<file path="config.mk">
export PLATFORM = sky130hd
export DESIGN_NAME = cache_line_xfer_flat
export DESIGN_NICKNAME = d
export VERILOG_FILES = /design/src/rtl/cache_line_xfer_if.sv /design/src/rtl/cache_line_xfer.sv /design/src/flat_wrapper.sv
export SDC_FILE = /design/constraint.sdc
export NUM_CORES = 1
export LEC_CHECK = 0
export BUFFER_PORTS_ARGS = -buffer_cell sky130_fd_sc_hd__buf_2
export CAP_MARGIN = 20
export CORE_AREA = 8 8 133 111
export CTS_BUF_LIST = sky130_fd_sc_hd__clkbuf_4 sky130_fd_sc_hd__clkbuf_8
export CTS_CLUSTER_DIAMETER = 120
export DETAILED_ROUTE_END_ITERATION = 8
export DIE_AREA = 0 0 141 119
export GPL_TIMING_DRIVEN = 0
export PLACE_DENSITY = 0.93
export SLEW_MARGIN = 15
export SYNTH_ARGS = -nofsm -noshare
export SYNTH_HDL_FRONTEND = slang
export SYNTH_SLANG_ARGS = --single-unit
</file>
<file path="constraint.sdc">
create_clock -name clk -period 4.45 [get_ports clk]
set_input_delay 0 -clock clk [delete_from_list [all_inputs] [get_ports clk]]
set_output_delay 0 -clock clk [all_outputs]
set_load 0.005 [all_outputs]
</file>
<file path="src/rtl/cache_line_xfer_if.sv">
// rtl/cache_line_xfer_if.sv - memory-side burst bus of the cache line transfer engine
interface cache_line_xfer_if #(
    parameter int MEM_AW = 21
);
    logic              mem_req;
    logic              mem_wr;
    logic [MEM_AW-1:0] mem_addr;
    logic              mem_ack;
    logic [31:0]       mem_wdata;
    logic              mem_wvalid;
    logic              mem_wready;
    logic [31:0]       mem_rdata;
    logic              mem_rvalid;

    modport master (
        output mem_req, mem_wr, mem_addr, mem_wdata, mem_wvalid,
        input  mem_ack, mem_wready, mem_rdata, mem_rvalid
    );
    modport slave (
        input  mem_req, mem_wr, mem_addr, mem_wdata, mem_wvalid,
        output mem_ack, mem_wready, mem_rdata, mem_rvalid
    );
endinterface

</file>
<file path="src/rtl/cache_line_xfer.sv">
// rtl/cache_line_xfer.sv - fills or writes back one cache line over cache port B
module cache_line_xfer #(
    parameter int LINE_WORDS = 8,
    parameter int ADDR_W     = 12,
    parameter int MEM_AW     = 21,
    parameter int RD_LAT     = 2
) (
    input  logic                                  clk,
    input  logic                                  rst_n,
    input  logic                                  cmd_valid,
    output logic                                  cmd_ready,
    input  logic                                  cmd_wb,
    input  logic [ADDR_W-$clog2(LINE_WORDS)-1:0]  cmd_line,
    input  logic [MEM_AW-1:0]                     cmd_maddr,
    output logic                                  done,
    output logic                                  enb,
    output logic [3:0]                            web,
    output logic [ADDR_W-1:0]                     addrb,
    output logic [31:0]                           dinb,
    input  logic [31:0]                           doutb,
    cache_line_xfer_if.master                     mem
);
    localparam int WB    = $clog2(LINE_WORDS);
    localparam int LW    = ADDR_W - WB;
    localparam int CW    = WB + 1;
    localparam int DEPTH = RD_LAT + 1;
    localparam int PW    = $clog2(DEPTH);
    localparam int NW    = $clog2(DEPTH + 1);

    typedef enum logic [2:0] {S_IDLE, S_REQ, S_FILL, S_WBACK, S_DONE} state_t;

    state_t            state, state_nx;
    logic [LW-1:0]     line_q;
    logic [MEM_AW-1:0] maddr_q;
    logic              wb_q;
    logic [CW-1:0]     wcnt, scnt;
    logic [RD_LAT-1:0] vpipe;
    logic [31:0]       fifo_mem [DEPTH];
    logic [PW-1:0]     wr_ptr, rd_ptr;
    logic [NW-1:0]     fifo_count, inflight;
    logic [NW:0]       occ;
    logic              fifo_empty, head_vld, wvalid;
    logic              issue, fill_wr, push, pop, hs;

    function automatic logic [PW-1:0] ptr_inc(input logic [PW-1:0] p);
        return (p == PW'(DEPTH - 1)) ? '0 : p + 1'b1;
    endfunction

    always_comb begin
        inflight = '0;
        for (int i = 0; i < RD_LAT; i++) inflight = inflight + NW'(vpipe[i]);
    end

    assign occ        = {1'b0, fifo_count} + {1'b0, inflight};
    assign fifo_empty = (fifo_count == '0);
    assign head_vld   = vpipe[RD_LAT-1];
    assign mem.mem_wr   = wb_q;
    assign mem.mem_addr = maddr_q;

    always_comb begin
        state_nx       = state;
        cmd_ready      = 1'b0;
        done           = 1'b0;
        enb            = 1'b0;
        web            = 4'h0;
        addrb          = '0;
        dinb           = '0;
        mem.mem_req    = 1'b0;
        mem.mem_wdata  = '0;
        wvalid         = 1'b0;
        issue          = 1'b0;
        fill_wr        = 1'b0;
        push           = 1'b0;
        pop            = 1'b0;
        hs             = 1'b0;
        case (state)
            S_IDLE: begin
                cmd_ready = 1'b1;
                if (cmd_valid) state_nx = S_REQ;
            end
            S_REQ: begin
                mem.mem_req = 1'b1;
                if (mem.mem_ack) state_nx = wb_q ? S_WBACK : S_FILL;
            end
            S_FILL: begin
                if (mem.mem_rvalid) begin
                    fill_wr = 1'b1;
                    enb     = 1'b1;
                    web     = 4'hF;
                    addrb   = {line_q, wcnt[WB-1:0]};
                    dinb    = mem.mem_rdata;
                    if (wcnt == CW'(LINE_WORDS - 1)) state_nx = S_DONE;
                end
            end
            S_WBACK: begin
                // reads in flight are counted against the skid space so a stalled sink never overflows it
                issue = !wcnt[WB] && (occ < (NW+1)'(DEPTH));
                if (issue) begin
                    enb   = 1'b1;
                    addrb = {line_q, wcnt[WB-1:0]};
                end
                // an empty FIFO lets the arriving read word straight through
                wvalid = !fifo_empty || head_vld;
                if (wvalid) mem.mem_wdata = fifo_empty ? doutb : fifo_mem[rd_ptr];
                hs   = wvalid && mem.mem_wready;
                pop  = hs && !fifo_empty;
                push = head_vld && !(hs && fifo_empty);
                if (hs && scnt == CW'(LINE_WORDS - 1)) state_nx = S_DONE;
            end
            S_DONE: begin
                done     = 1'b1;
                state_nx = S_IDLE;
            end
            default: state_nx = S_IDLE;
        endcase
    end

    assign mem.mem_wvalid = wvalid;

    always_ff @(posedge clk or negedge rst_n) begin
        if (!rst_n) begin
            state      <= S_IDLE;
            line_q     <= '0;
            maddr_q    <= '0;
            wb_q       <= 1'b0;
            wcnt       <= '0;
            scnt       <= '0;
            vpipe      <= '0;
            wr_ptr     <= '0;
            rd_ptr     <= '0;
            fifo_count <= '0;
        end else begin
            state <= state_nx;
            if (cmd_ready && cmd_valid) begin
                line_q     <= cmd_line;
                maddr_q    <= cmd_maddr;
                wb_q       <= cmd_wb;
                wcnt       <= '0;
                scnt       <= '0;
                vpipe      <= '0;
                wr_ptr     <= '0;
                rd_ptr     <= '0;
                fifo_count <= '0;
            end else begin
                if (fill_wr || issue) wcnt <= wcnt + 1'b1;
                if (hs) scnt <= scnt + 1'b1;
                vpipe <= RD_LAT'({vpipe, issue});
                if (push) wr_ptr <= ptr_inc(wr_ptr);
                if (pop) rd_ptr <= ptr_inc(rd_ptr);
                fifo_count <= fifo_count + NW'(push) - NW'(pop);
            end
        end
    end

    always_ff @(posedge clk) begin
        if (push) fifo_mem[wr_ptr] <= doutb;
    end
endmodule

</file>
<file path="src/flat_wrapper.sv">
// flat-port wrapper written by rule: the top's interface ports become plain ports
module cache_line_xfer_flat 
#(
    parameter int LINE_WORDS = 8,
    parameter int ADDR_W     = 12,
    parameter int MEM_AW     = 21,
    parameter int RD_LAT     = 2
)
  (clk, rst_n, cmd_valid, cmd_ready, cmd_wb, cmd_line, cmd_maddr, done, enb, web, addrb, dinb, doutb, mem_mem_req, mem_mem_wr, mem_mem_addr, mem_mem_wdata, mem_mem_wvalid, mem_mem_ack, mem_mem_wready, mem_mem_rdata, mem_mem_rvalid);
  cache_line_xfer_if #(.MEM_AW(MEM_AW)) mem_i ();
  input  logic clk;
  input  logic rst_n;
  input  logic cmd_valid;
  output logic cmd_ready;
  input  logic cmd_wb;
  input  logic [ADDR_W-$clog2(LINE_WORDS)-1:0] cmd_line;
  input  logic [MEM_AW-1:0] cmd_maddr;
  output logic done;
  output logic enb;
  output logic [3:0] web;
  output logic [ADDR_W-1:0] addrb;
  output logic [31:0] dinb;
  input  logic [31:0] doutb;
  output wire logic [$bits(mem_i.mem_req)-1:0] mem_mem_req;
  output wire logic [$bits(mem_i.mem_wr)-1:0] mem_mem_wr;
  output wire logic [$bits(mem_i.mem_addr)-1:0] mem_mem_addr;
  output wire logic [$bits(mem_i.mem_wdata)-1:0] mem_mem_wdata;
  output wire logic [$bits(mem_i.mem_wvalid)-1:0] mem_mem_wvalid;
  input wire logic [$bits(mem_i.mem_ack)-1:0] mem_mem_ack;
  input wire logic [$bits(mem_i.mem_wready)-1:0] mem_mem_wready;
  input wire logic [$bits(mem_i.mem_rdata)-1:0] mem_mem_rdata;
  input wire logic [$bits(mem_i.mem_rvalid)-1:0] mem_mem_rvalid;
  assign mem_mem_req = mem_i.mem_req;
  assign mem_mem_wr = mem_i.mem_wr;
  assign mem_mem_addr = mem_i.mem_addr;
  assign mem_mem_wdata = mem_i.mem_wdata;
  assign mem_mem_wvalid = mem_i.mem_wvalid;
  assign mem_i.mem_ack = mem_mem_ack;
  assign mem_i.mem_wready = mem_mem_wready;
  assign mem_i.mem_rdata = mem_mem_rdata;
  assign mem_i.mem_rvalid = mem_mem_rvalid;
  cache_line_xfer #(.LINE_WORDS(LINE_WORDS), .ADDR_W(ADDR_W), .MEM_AW(MEM_AW), .RD_LAT(RD_LAT)) u_core (.clk(clk), .rst_n(rst_n), .cmd_valid(cmd_valid), .cmd_ready(cmd_ready), .cmd_wb(cmd_wb), .cmd_line(cmd_line), .cmd_maddr(cmd_maddr), .done(done), .enb(enb), .web(web), .addrb(addrb), .dinb(dinb), .doutb(doutb), .mem(mem_i));
endmodule
</file>
==> results.sh <==
export IMPL_status="completed"
export IMPL_path_cells="fa_1 > ha_1 > a211oi_2 > a21oi_4 > buf_2 > nor2b_1 > buf_2"
export IMPL_cts_resized=0
export IMPL_total_power_mw=3.90
export IMPL_criticalPathCategory="register to output pin"
export IMPL_cts_tree="built"
export IMPL_r2r_start="u_core.state[2]"
export IMPL_drtIter0Drc=403
export IMPL_fmax_ghz=0.387
export IMPL_worst_pin_slew_ns=0.747
export IMPL_diodes=0
export IMPL_start_util=0.520
export IMPL_synth_seq_cells=146
export IMPL_die_y_um=119
export IMPL_start_kind="register"
export IMPL_total_leakage_power_nw=4.03
export IMPL_cts_root_buf="clkbuf_8"
export IMPL_crit_arrival_ns=2.58
export IMPL_hpwl_um=12000
export IMPL_setup_viol=0
export IMPL_rr_endpoint="u_core.fifo_mem[1][4]"
export IMPL_ios=208
export IMPL_dp_cells=983
export IMPL_synthCells=595
export IMPL_io_buffers=207
export IMPL_maxSlewViolCount=0
export IMPL_synth_fp_nets=702
export IMPL_yosys_warnings=0
export IMPL_multiInputGateArea_um2=2180
export IMPL_worst_r2r_cell_count=4
export IMPL_rsz0062_at_grt="no"
export IMPL_drc=0
export IMPL_cts_sinks=146
export IMPL_hold_path_class="primary input to asynchronous set/reset pin"
export IMPL_grt_pass1_wl_um=29500
export IMPL_die_area_um2=16800
export IMPL_insertion_delay_ns=0.44
export IMPL_clk_transition_reported_paths_ns=0.10
export IMPL_synth_cell_types=43
export IMPL_crit_slowest_cell="dfrtp_1"
export IMPL_vias_per_cell=5.13
export IMPL_finalNetCount=1002
export IMPL_finClkSkew_ns=0.0131
export IMPL_grt_pass1_vias=5854
export IMPL_antenna_found_initial=0
export IMPL_p_per_area_nw_per_um2=438
export IMPL_area_growth_pct=36.5
export IMPL_drt_pass1_iterations=5
export IMPL_post_cts_buffers=0
export IMPL_coreArea_um2=12500
export IMPL_fin_cells=1083
export IMPL_critPathCaptureType="output pin"
export IMPL_whs_ns=0.101
export IMPL_hold_violations=0
export IMPL_yosysSeqAreaShare=0.634
export IMPL_syn_area_um2=6520
export IMPL_die_width_um=141
export IMPL_crit_top_cell="buf_2"
export IMPL_cts_htree_levels=4
export IMPL_clk_path_buf_depth=2
export IMPL_crit_path_start="u_core.fifo_count[0]"
export IMPL_drt_wl_total_um=18700
export IMPL_grt_max_degree=51
export IMPL_period_share=0.580
export IMPL_irDropWorstVdd_v=0.000452
export IMPL_wl_per_cell_um=17.2
export IMPL_period_needed_ns=2.58
export IMPL_layout_drive_gt1_share=0.306
export IMPL_r2r_slack_ns=2.10
export IMPL_avgSynthCellArea_um2=11.0
export IMPL_postRouteAntennaNets=0
export IMPL_seq_area_um2=4130
export IMPL_crit_fanout=10
export IMPL_tns_ns=0
export IMPL_grt_usage=0.222
export IMPL_place_congestion=0.773
export IMPL_slowest_delay_ns=0.45
export IMPL_maxCapViolCount=0
export IMPL_fillers=837
export IMPL_worstPathRequired_ns=4.45
export IMPL_dr_total_vias=5560
export IMPL_gr_total_overflow=0
export IMPL_numCtsBuffers=17
export IMPL_fp_row_count=37
export IMPL_slew_headroom=0.501
worst max-delay path by stage:
| stage | cells past startpoint | end |
|---|---|---|
| 3_3_place_gp | 3 | u_core.fifo_mem[2][20] |
| 5_1_grt | 7 | addrb[6] |
| 2_1_floorplan | 3 | u_core.fifo_mem[2][0] |
| 3_5_place_dp | 4 | u_core.fifo_mem[1][20] |
| 6_report | 7 | addrb[6] |
| 4_1_cts | 7 | addrb[11] |
state kept, by name, summed over array words and instances (netlist names), 2 cells and up:
register             flops
u_core.vpipe             2
u_core.scnt              4
u_core.fifo_mem         96
u_core.mem.mem_addr     21
u_core.fifo_count        2
u_core.state             3
u_core.line_q            9
u_core.rd_ptr            2
u_core.wr_ptr            2
u_core.wcnt              4
through the flow:
stage           util  area [µm²]  setup slack, ns
2_1_floorplan      -        6520            0.709
3_3_place_gp   0.620        7770           -0.649
3_5_place_dp   0.625        7840             2.11
4_1_cts        0.709        8900             1.85
5_1_grt        0.709        8900             1.73
6_report       0.709        8900             1.87
worst max-delay path: cells and delay by family, from the launching register on:
kind	cells	cell delay (ns)
DFF	1	0.45
buffers and inverters	2	0.36
adders and majority gates	2	0.75
and+or+nand+nor	1	0.15
AOI/OAI and AO/OA	2	0.44
routing by layer:
layer	part of all wire	GRT usage
met1	0.38	0.246
met2	0.50	0.384
met3	0.10	0.0766
met4	0.020	0.0932
met5	0	0
logic make-up after synthesis:
kind of cell / share of synthesized area
AOI/OAI and AO/OA: 0.0745
xor gates and xnor gates: 0.00538
adders and majority gates: 0.0127
buffers and inverters: 0.0328
DFF: 0.634
muxes: 0.0522
and+or+nand+nor: 0.188
cell usage after synthesis (all sizes together):
cell / count / share of area
nand3: 4 / 0.0031
nor2b: 10 / 0.0096
xnor2: 1 / 0.0013
a21o: 1 / 0.0012
nand3b: 1 / 0.0012
and3b: 1 / 0.0019
nor3b: 3 / 0.0035
a21oi: 36 / 0.030
o21ai: 35 / 0.027
fa: 1 / 0.0031
and4bb: 1 / 0.0025
nand4b: 1 / 0.0013
or2: 1 / 0.00096
a221oi: 1 / 0.0013
and2b: 2 / 0.0023
a31o: 1 / 0.0013
mux2i: 34 / 0.052
clkbuf: 17 / 0.0098
nor3: 5 / 0.0046
or3: 2 / 0.0019
o211ai: 3 / 0.0056
nand2: 198 / 0.11
nor2: 8 / 0.0046
o31ai: 2 / 0.0023
a211oi: 1 / 0.0019
o22ai: 2 / 0.0019
nand2b: 1 / 0.00096
and2: 36 / 0.035
xor2: 3 / 0.0040
or3b: 1 / 0.0013
a221o: 1 / 0.0015
inv: 9 / 0.0052
dfrtp: 50 / 0.19
ha: 5 / 0.0096
edfxtp: 96 / 0.44
buf: 21 / 0.018
final cells by class:
cell class	count	share of cell area
Sequential cell	146	0.465
Multi-Input combinational cell	402	0.245
Timing Repair Buffer	281	0.199
Clock buffer	17	0.0263
Tap cell	175	0.0246
Buffer	38	0.0202
Clock inverter	15	0.0160
Inverter	9	0.00380
where the power goes:
group,total (mW),internal (mW),leakage (nW),switching (mW)
Combinational,1.17,0.498,2.34,0.668
Clock,0.981,0.413,0.182,0.568
Sequential,1.75,1.62,1.51,0.128
cell usage in the layout (no fill, tap or decap), drive strengths merged, types with 4 or more instances in the layout:
cell type and instances:
buf 234, o21ai 35, nor2 8, dlygate4sd3 68
ha 5, edfxtp 96, nor2b 10, clkinvlp 4
a21oi 36, nand3 4, and2 36, nand2 198
dfrtp 50, nor3 5, mux2i 34, inv 17
clkbuf 34
repair_timing:
item,4_1_cts,5_1_grt
hold buffers,68,0
hold endpoints to repair,182,0
setup endpoints to repair,0,0
Power figures use the tool's default switching activity.
